### config.mk
export PLATFORM = sky130hd
export DESIGN_NAME = alu_seq_flat
export DESIGN_NICKNAME = d
export VERILOG_FILES = /design/src/rtl/alu_seq_if.sv /design/src/rtl/alu_seq.sv /design/src/flat_wrapper.sv
export SDC_FILE = /design/constraint.sdc
export NUM_CORES = 1
export LEC_CHECK = 0
export CAP_MARGIN = 5
export CORE_UTILIZATION = 50
export CTS_BUF_LIST = sky130_fd_sc_hd__clkbuf_8
export DETAILED_ROUTE_END_ITERATION = 8
export PLACE_DENSITY_LB_ADDON = 0.2
export SLEW_MARGIN = 5
export SYNTH_ARGS = -nofsm -noshare
export SYNTH_HDL_FRONTEND = slang
export SYNTH_SLANG_ARGS = --single-unit
### constraint.sdc
create_clock -name clk -period 10.55 [get_ports clk]
set_input_delay 2.11 -clock clk [delete_from_list [all_inputs] [get_ports clk]]
set_output_delay 2.11 -clock clk [all_outputs]
set_load 0.05 [all_outputs]
### src/rtl/alu_seq_if.sv
// Request/response bundle for alu_seq: valid/ready operand transfer in, registered result and flags out.
interface alu_seq_if #(
  parameter int unsigned WIDTH = 16
);
  logic             in_valid;
  logic             in_ready;
  logic [WIDTH-1:0] A;
  logic [WIDTH-1:0] B;
  logic [2:0]       ALUControl;
  logic             out_valid;
  logic             out_ready;
  logic [WIDTH-1:0] Result;
  logic             Carry;
  logic             OverFlow;
  logic             Zero;
  logic             Negative;

  modport master (
    output in_valid, A, B, ALUControl, out_ready,
    input  in_ready, out_valid, Result, Carry, OverFlow, Zero, Negative
  );

  modport slave (
    input  in_valid, A, B, ALUControl, out_ready,
    output in_ready, out_valid, Result, Carry, OverFlow, Zero, Negative
  );
endinterface

### src/rtl/alu_seq.sv
// Registered, handshaked ALU with flags and a restoring unsigned divider (1 quotient bit/cycle).
// Define ALU_DIV_EN to build the divider; otherwise op 011 completes at once flagged unsupported.
module alu_seq #(
  parameter int unsigned WIDTH = 16
) (
  input logic      clk,
  input logic      rst,
  alu_seq_if.slave bus
);
  localparam int unsigned SHAMT_W = $clog2(WIDTH);

  typedef enum logic [1:0] {
`ifdef ALU_DIV_EN
    DIV  = 2'd2,
`endif
    IDLE = 2'd0,
    HOLD = 2'd1
  } state_e;

  typedef enum logic [2:0] {
    OP_SUB = 3'b000,
    OP_ADD = 3'b001,
    OP_MUL = 3'b010,
    OP_DIV = 3'b011,
    OP_AND = 3'b100,
    OP_SHL = 3'b101,
    OP_SHR = 3'b110,
    OP_OR  = 3'b111
  } op_e;

  state_e           state_q;
  logic             out_valid_q;
  logic [WIDTH-1:0] result_q;
  logic             carry_q, ovf_q, zero_q, neg_q;

  logic             in_ready_w, accept;
  op_e              op;
  logic [SHAMT_W-1:0] shamt;
  logic [WIDTH:0]   sum_w, dif_w, shl_w, shr_w;
  logic [2*WIDTH-1:0] prod_w;
  logic [WIDTH-1:0] res_d;
  logic             carry_d, ovf_d;

  assign in_ready_w = !rst && ((state_q == IDLE) || ((state_q == HOLD) && bus.out_ready));
  assign accept     = bus.in_valid && in_ready_w;

  assign op     = op_e'(bus.ALUControl);
  assign shamt  = bus.B[SHAMT_W-1:0];
  assign sum_w  = {1'b0, bus.A} + {1'b0, bus.B};
  assign dif_w  = {1'b0, bus.A} - {1'b0, bus.B};
  assign prod_w = {{WIDTH{1'b0}}, bus.A} * {{WIDTH{1'b0}}, bus.B};
  // One guard bit on each side captures the last bit shifted out (stays 0 for shamt=0)
  assign shl_w  = {1'b0, bus.A} << shamt;
  assign shr_w  = {bus.A, 1'b0} >> shamt;

`ifdef ALU_DIV_EN
  logic [WIDTH-1:0]   rem_q, quo_q, dvs_q;
  logic [SHAMT_W-1:0] cnt_q;
  logic [WIDTH:0]     rem_sh;
  logic               rem_ge, div_start_d;
  logic [WIDTH-1:0]   rem_nx, quo_nx;

  assign rem_sh = {rem_q, quo_q[WIDTH-1]};
  assign rem_ge = rem_sh >= {1'b0, dvs_q};
  assign rem_nx = rem_ge ? (rem_sh[WIDTH-1:0] - dvs_q) : rem_sh[WIDTH-1:0];
  assign quo_nx = {quo_q[WIDTH-2:0], rem_ge};
`endif

  always_comb begin
    res_d   = '0;
    carry_d = 1'b0;
    ovf_d   = 1'b0;
`ifdef ALU_DIV_EN
    div_start_d = 1'b0;
`endif
    case (op)
      OP_SUB: begin
        res_d   = dif_w[WIDTH-1:0];
        carry_d = ~dif_w[WIDTH];
        ovf_d   = (bus.A[WIDTH-1] != bus.B[WIDTH-1]) && (dif_w[WIDTH-1] != bus.A[WIDTH-1]);
      end
      OP_ADD: begin
        res_d   = sum_w[WIDTH-1:0];
        carry_d = sum_w[WIDTH];
        ovf_d   = (bus.A[WIDTH-1] == bus.B[WIDTH-1]) && (sum_w[WIDTH-1] != bus.A[WIDTH-1]);
      end
      OP_MUL: begin
        res_d   = prod_w[WIDTH-1:0];
        carry_d = |prod_w[2*WIDTH-1:WIDTH];
      end
      OP_DIV: begin
`ifdef ALU_DIV_EN
        if (bus.B == '0) begin
          res_d = '1;
          ovf_d = 1'b1;
        end else begin
          div_start_d = 1'b1;
        end
`else
        ovf_d = 1'b1;
`endif
      end
      OP_AND: res_d = bus.A & bus.B;
      OP_SHL: begin
        res_d   = shl_w[WIDTH-1:0];
        carry_d = shl_w[WIDTH];
      end
      OP_SHR: begin
        res_d   = shr_w[WIDTH:1];
        carry_d = shr_w[0];
      end
      OP_OR:  res_d = bus.A | bus.B;
    endcase
  end

  always_ff @(posedge clk) begin
    if (rst) begin
      state_q     <= IDLE;
      out_valid_q <= 1'b0;
      result_q    <= '0;
      carry_q     <= 1'b0;
      ovf_q       <= 1'b0;
      zero_q      <= 1'b0;
      neg_q       <= 1'b0;
`ifdef ALU_DIV_EN
      rem_q <= '0;
      quo_q <= '0;
      dvs_q <= '0;
      cnt_q <= '0;
`endif
    end else begin
      case (state_q)
        IDLE, HOLD: begin
          if (accept) begin
            state_q     <= HOLD;
            out_valid_q <= 1'b1;
            result_q    <= res_d;
            carry_q     <= carry_d;
            ovf_q       <= ovf_d;
            zero_q      <= (res_d == '0);
            neg_q       <= res_d[WIDTH-1];
`ifdef ALU_DIV_EN
            // A real divide overrides the single-cycle load above and starts iterating
            if (div_start_d) begin
              state_q     <= DIV;
              out_valid_q <= 1'b0;
              rem_q       <= '0;
              quo_q       <= bus.A;
              dvs_q       <= bus.B;
              cnt_q       <= '0;
            end
`endif
          end else if ((state_q == HOLD) && bus.out_ready) begin
            state_q     <= IDLE;
            out_valid_q <= 1'b0;
          end
        end
`ifdef ALU_DIV_EN
        DIV: begin
          rem_q <= rem_nx;
          quo_q <= quo_nx;
          cnt_q <= cnt_q + 1'b1;
          if (cnt_q == SHAMT_W'(WIDTH - 1)) begin
            state_q     <= HOLD;
            out_valid_q <= 1'b1;
            result_q    <= quo_nx;
            carry_q     <= 1'b0;
            ovf_q       <= 1'b0;
            zero_q      <= (quo_nx == '0);
            neg_q       <= quo_nx[WIDTH-1];
          end
        end
`endif
        default: state_q <= IDLE;
      endcase
    end
  end

  assign bus.in_ready  = in_ready_w;
  assign bus.out_valid = out_valid_q;
  assign bus.Result    = result_q;
  assign bus.Carry     = carry_q;
  assign bus.OverFlow  = ovf_q;
  assign bus.Zero      = zero_q;
  assign bus.Negative  = neg_q;
endmodule
### src/flat_wrapper.sv
// flat-port wrapper written by rule: the top's interface ports become plain ports
module alu_seq_flat 
#(
  parameter int unsigned WIDTH = 16
)
  (clk, rst, bus_in_valid, bus_A, bus_B, bus_ALUControl, bus_out_ready, bus_in_ready, bus_out_valid, bus_Result, bus_Carry, bus_OverFlow, bus_Zero, bus_Negative);
  alu_seq_if #(.WIDTH(WIDTH)) bus_i ();
  input logic clk;
  input logic rst;
  input wire logic [$bits(bus_i.in_valid)-1:0] bus_in_valid;
  input wire logic [$bits(bus_i.A)-1:0] bus_A;
  input wire logic [$bits(bus_i.B)-1:0] bus_B;
  input wire logic [$bits(bus_i.ALUControl)-1:0] bus_ALUControl;
  input wire logic [$bits(bus_i.out_ready)-1:0] bus_out_ready;
  output wire logic [$bits(bus_i.in_ready)-1:0] bus_in_ready;
  output wire logic [$bits(bus_i.out_valid)-1:0] bus_out_valid;
  output wire logic [$bits(bus_i.Result)-1:0] bus_Result;
  output wire logic [$bits(bus_i.Carry)-1:0] bus_Carry;
  output wire logic [$bits(bus_i.OverFlow)-1:0] bus_OverFlow;
  output wire logic [$bits(bus_i.Zero)-1:0] bus_Zero;
  output wire logic [$bits(bus_i.Negative)-1:0] bus_Negative;
  assign bus_i.in_valid = bus_in_valid;
  assign bus_i.A = bus_A;
  assign bus_i.B = bus_B;
  assign bus_i.ALUControl = bus_ALUControl;
  assign bus_i.out_ready = bus_out_ready;
  assign bus_in_ready = bus_i.in_ready;
  assign bus_out_valid = bus_i.out_valid;
  assign bus_Result = bus_i.Result;
  assign bus_Carry = bus_i.Carry;
  assign bus_OverFlow = bus_i.OverFlow;
  assign bus_Zero = bus_i.Zero;
  assign bus_Negative = bus_i.Negative;
  alu_seq #(.WIDTH(WIDTH)) u_core (.clk(clk), .rst(rst), .bus(bus_i));
endmodule
Word-level counts from Yosys, hierarchy flattened
Index checks and enable logic that the tools add are counted.
{ "totals": {"reg_bits": 22, "in_bits": 39, "output_inout_bits": 22} }
{ "op_classes": {"add_sub_neg": 2, "mul": 1, "n_eq_ne": 11, "shift": 2, "n_mux": 7, "bitwise": 4, "reduce_logical": 16} }
{ "op_table": {"columns": ["operator", "n"], "rows": [
  ["$pmux W16 S7", 1],
  ["$mul A16 B16 Y32", 1],
  ["$add A16 B16 Y17", 1],
  ["$shl A16 B4 Y17", 1],
  ["$shr A17 B4 Y17", 1],
  ["$sub A16 B16 Y17", 1],
  ["$and A16 B16 Y16", 1],
  ["$logic_not A16 Y1", 1],
  ["$or A16 B16 Y16", 1],
  ["$reduce_or A16 Y1", 1],
  ["$eq A3 B3 Y1 const B", 4],
  ["$eq A3 B2 Y1 const B", 2],
  ["$logic_and A1 B1 Y1", 5],
  ["$pmux W1 S5", 1],
  ["$mux W1", 4],
  ["$reduce_and A2 Y1", 2],
  ["$reduce_or A2 Y1", 2],
  ["$eq A3 B1 Y1 const B", 1],
  ["$logic_not A3 Y1", 1],
  ["$ne A1 B1 Y1", 3],
  ["$pmux W1 S3", 1],
  ["$logic_not A2 Y1", 1],
  ["$not A1 Y1", 2],
  ["$reduce_bool A2 Y1", 1],
  ["3 further kinds", 3]
]} }

Logic depth before layout (Yosys ltp)
Gate-level depths: netlist (run 1).
{ "depth": {"ltp_word": 6, "mapped_depth": 27, "mapped_depth_nobuf": 24} }

Worst setup path after synthesis (run 1)
Ideal clock, no wire load.
{ "synth_timing": {"path_type": "input-to-reg", "startpoint": "input bus_B[2]", "endpoint": "register u_core.carry_q, in the netlist u_core.bus.Carry", "setup_time_ns": 0.127, "arrival_time_ns": 8.285, "t_required_ns": 10.423, "slack_ns": 2.139, "path_stages": 25, "path_buffers": 5, "path_cell_list": "buf_2 > buf_1 > buf_2 > clkbuf_1 > nand2_1 > fa_1 > fa_1 > inv_1 > fa_1 > fa_1 > fa_1 > inv_1 > fa_1 > inv_1 > ha_1 > clkbuf_1 > a21o_1 > a31oi_1 > o211ai_1 > a211o_1 > a22o_1 > a21oi_1 > nand4b_1 > nor4_1 > a31oi_1"} }
{ "synth_between": {"elab_chain_cells": 3, "elab_cells_between_ends": 8} }
{ "synth_rtl": {"columns": ["item", "line", "source"], "rows": [
  ["from (decl)", "flat_wrapper.sv:12", "input wire logic [$bits(bus_i.B)-1:0] bus_B;"],
  ["$mul A16 B16 Y32 / $sub A16 B16 Y17 (equally long branches)", "alu_seq.sv:51, alu_seq.sv:50", null],
  ["$reduce_or A16 Y1 / $not A1 Y1 (equally long branches)", "alu_seq.sv:89, alu_seq.sv:79", null],
  ["$pmux W1 S5 *", "alu_seq.sv:76", "case (op)"],
  ["to (signal assigned)", "alu_seq.sv:138", "carry_q <= carry_d;"],
  ["to (decl)", "alu_seq.sv:34", "logic carry_q, ovf_q, zero_q, neg_q;"]
]} }
Every way passes the cells marked *; elsewhere a longest branch is shown, timed or not.
A chain may end at the register's enable or synchronous reset.

Worst setup path in the final report (run 1)
{ "layout_timing": {"startpoint": "input bus_A[3]", "endpoint": "register u_core.zero_q, in the netlist u_core.bus.Zero"} }
{ "layout_between": {"elab_chain_cells": 3, "elab_cells_between_ends": 9} }
{ "layout_rtl": {"columns": ["item", "line", "source"], "rows": [
  ["from (decl)", "flat_wrapper.sv:11", "input wire logic [$bits(bus_i.A)-1:0] bus_A;"],
  ["$mul A16 B16 Y32, or another cell as far along", "alu_seq.sv:51", "assign prod_w = {{WIDTH{1'b0}}, bus.A} * {{WIDTH{1'b0}}, bus.B};"],
  ["$pmux W16 S7 *", "alu_seq.sv:76", null],
  ["$logic_not A16 Y1 *", "alu_seq.sv:140", "zero_q <= (res_d == '0);"],
  ["to (signal assigned)", "alu_seq.sv:140", null],
  ["to (decl)", "alu_seq.sv:34", null]
]} }
Marks and branches as above.

==> impl_results.md, run 1 <==
* Worst slack, placed at 1.16 ns
* Layout cell share with drive strength beyond 1 at 0.0502
* Synth cell types at 82
* WS Path Type: input port to flip-flop
* WL final at 44100 um
* Final setup margin at 1.40 ns
* Worst EP arrival at 9.40 ns
* Vias at 12385
* PortBufs at 60
* Initial antenna violation count at 0
* Residual DRC at 0
* Worst path required time at 10.80 ns
* Max-cap viol count at 0
* Dpl hpwl at 35900 um
* Number of synthesized register bits at 20
* Crit path from: bus_A[3]
* Std-Cell Rows at 58
* Reg2Reg Setup Slack at 7.97 ns
* Cts bufs inserted at 3
* Max Slew Vio Count at 0
* R2r worst-path depth at 10
* Startpoint Class: input port
* Postcts setup bufs at 0
* Syn Inst Count at 1634
* Ys async rst share at 0
* Post-CTS sizing at 0
* Initial Util at 0.515
* Iteration-0 DRC Markers at 1587
* FMAX at 109 MHz
* DRT antenna net count at 0
* First-pass GRT wire length at 69000 um
* CTS hold repair buffers at 0
* Initial DRT Pass Iterations at 6
* Clk sinks at 20
* Largest net degree at the start of global routing at 45
* CTS Buffer Depth at 2
* Vias/cell at 6.31
* Tot GR Track Use at 0.339
* Final Hold Fails at 0
* Critical Path Sink Type: flip-flop
* Status: completed
* Reg clk slew, reported paths at 0.12 ns
* Diodes inserted at 0
* CTS H-Tree Depth at 1
* Setup Viol. Count Final at 0
* Number of synthesized flops with an enable pin at 0
* Area Overhead vs Synth at 6.78%
* Worst-Margin Slew at 1.07 ns
* # placed instances at 1958
* Post-Layout Cell Count at 1962
* CP endpoint: u_core.bus.Zero
* Leakage at 6.55 nW
* Die width at 164 um
* Commonest register cell after synthesis: dfxtp_1
* Post-synthesis instance area at 0.0131 mm2
* Vias in the first global route at 12110
* Die Y at 164 um
* Min Tclk post-route at 9.15 ns
* Final #Nets at 2021
* Clk_lat worst skew at 0.29 ns
* Syn nets at 2022
* Slew HR at 0.286
* Root Buffer: clkbuf_8
* Wire per inst at 22.5 um
* Fin Clk Skew at 0.0136 ns
* Routability congestion estimate at 1.03
* Reg2reg end: u_core.bus.Zero
* Syn Area/Cell at 8.03 um2
* Peak VDD IR at 0.436 mV
* Setup TNS at 0 ns
* R2r startpoint: u_core.bus.out_valid
* PD cells at 326 mW/mm2
* Crit path max fanout at 16
* Fin util at 0.550
* TritonCTS clock tree: built
* Period utilization at 0.867
* Std-Cell Core Area at 0.0255 mm2
* RSZ-0062 raised after global routing: false
* Die Area at 0.0269 mm2
* Register area share after synthesis at 0.0305
* I/O pin cnt at 61
* YS warnings at 0
* Worst hold path class: flip-flop to flip-flop
* GRT overflow at 0
state kept, by name (all words and copies together), names as in the netlist:
register / count
u_core.bus.Result: 16
u_core.bus.Carry: 1
u_core.bus.OverFlow: 1
u_core.bus.Zero: 1
u_core.bus.out_valid: 1
critical path: stages:
cell	delay, ns
clkdlybuf4s50_1	0.97
clkinv_1	0.48
nor2_1	0.26
fa_1	0.44
inv_1	0.08
fa_1	0.42
inv_1	0.07
ha_1	0.13
inv_1	0.05
fa_1	0.49
inv_1	0.05
fa_1	0.55
fa_1	0.42
ha_1	0.39
a21oi_1	0.26
o22ai_1	0.18
a211oi_1	0.56
xnor2_1	0.27
a221oi_1	0.48
o221ai_1	0.26
nor4_2	0.30
a31o_1	0.16
layer usage:
layer,up-vias,track usage,routed length [um]
met5,-,0,0
met4,0,0.157,2420
met3,147,0.0634,4720
met2,718,0.540,20100
met1,6061,0.447,16900
li1,5459,-,-
layout make-up:
cell class / count / area, um2
clock inverters: 1 / 30.0
flip-flops and latches: 20 / 400
clock buffers: 3 / 41.3
multi-input cells: 1257 / 11300
fillers: 2439 / 11500
repair buffers: 89 / 808
inverters: 262 / 983
well taps: 330 / 413
cell families (layout without fill, tap and decap cells):
group / Yosys count / in the layout / share of synthesized area
adders and majority gates: 349 / 349 / 0.445
and+or+nand+nor: 522 / 522 / 0.178
DFF: 20 / 20 / 0.0305
buffers and inverters: 357 / 355 / 0.106
muxes: 58 / 58 / 0.0606
AOI/OAI and AO/OA: 302 / 302 / 0.163
xor gates and xnor gates: 26 / 26 / 0.0174
report_power, final:
part	internal (mW)	switching, mW
logic	1.67	2.71
clock network	0.0509	0.0394
registers	0.0867	0.00615
how the worst min path moves through the flow:
stage	depth (start not counted)	startpoint	to
2_1_floorplan	2	u_core.bus.Result[4]	u_core.bus.Result[4]
3_3_place_gp	2	u_core.bus.Result[6]	u_core.bus.Result[6]
3_5_place_dp	2	u_core.bus.Result[14]	u_core.bus.Result[14]
4_1_cts	2	u_core.bus.Result[14]	u_core.bus.Result[14]
5_1_grt	2	u_core.bus.Result[5]	u_core.bus.Result[5]
6_report	2	u_core.bus.Result[14]	u_core.bus.Result[14]
through the flow:
step	total power, mW	hold slack (ns)	cell area [um2]
6_report	4.57	0.489	14000
5_1_grt	5.06	0.510	14000
4_1_cts	4.53	0.489	14000
3_5_place_dp	4.41	0.468	13900
3_3_place_gp	4.41	0.466	13900
2_1_floorplan	3.26	0.692	13100
synth_stat cells (all sizes together) (12+ instances only):
library cell	number	share of area
mux2	12	0.010
fa	196	0.30
o21ai	49	0.019
a21oi	64	0.024
ha	153	0.15
nand3b	13	0.0074
inv	247	0.071
o211ai	12	0.0069
clkinv	15	0.0043
nand4	15	0.0072
nor2	165	0.047
nor3	31	0.012
clkbuf	67	0.019
a211oi	14	0.0080
nand3	13	0.0050
nand2b	14	0.0067
nand2	207	0.059
dfxtp	20	0.031
nor2b	12	0.0057
xnor2	15	0.010
o22ai	13	0.0062
mux4	16	0.027
mux2i	30	0.023
a21o	23	0.013
buf	28	0.012
cell usage in the layout, fill, tap and decap left out, drive strengths merged, types with 31 or more instances in the layout:
master           n
a21oi           64
nand2          207
buf             31
o21ai           49
nor3            31
inv            247
ha             153
fa             196
clkdlybuf4s50   58
nor2           165
No activity file was read; power rests on OpenSTA's default activity.
==> run 2: changes to the inputs <==
Settings changed: SLEW_MARGIN 5 to 0.
==> results of run 2 <==
No change in the layout: final DEF, timing and power equal those of run 1.
==> run 3: changes to the inputs <==
Settings changed: CTS_CLUSTER_SIZE set to 30.
==> results of run 3 <==
No change in the layout: final DEF, timing and power equal those of run 1.
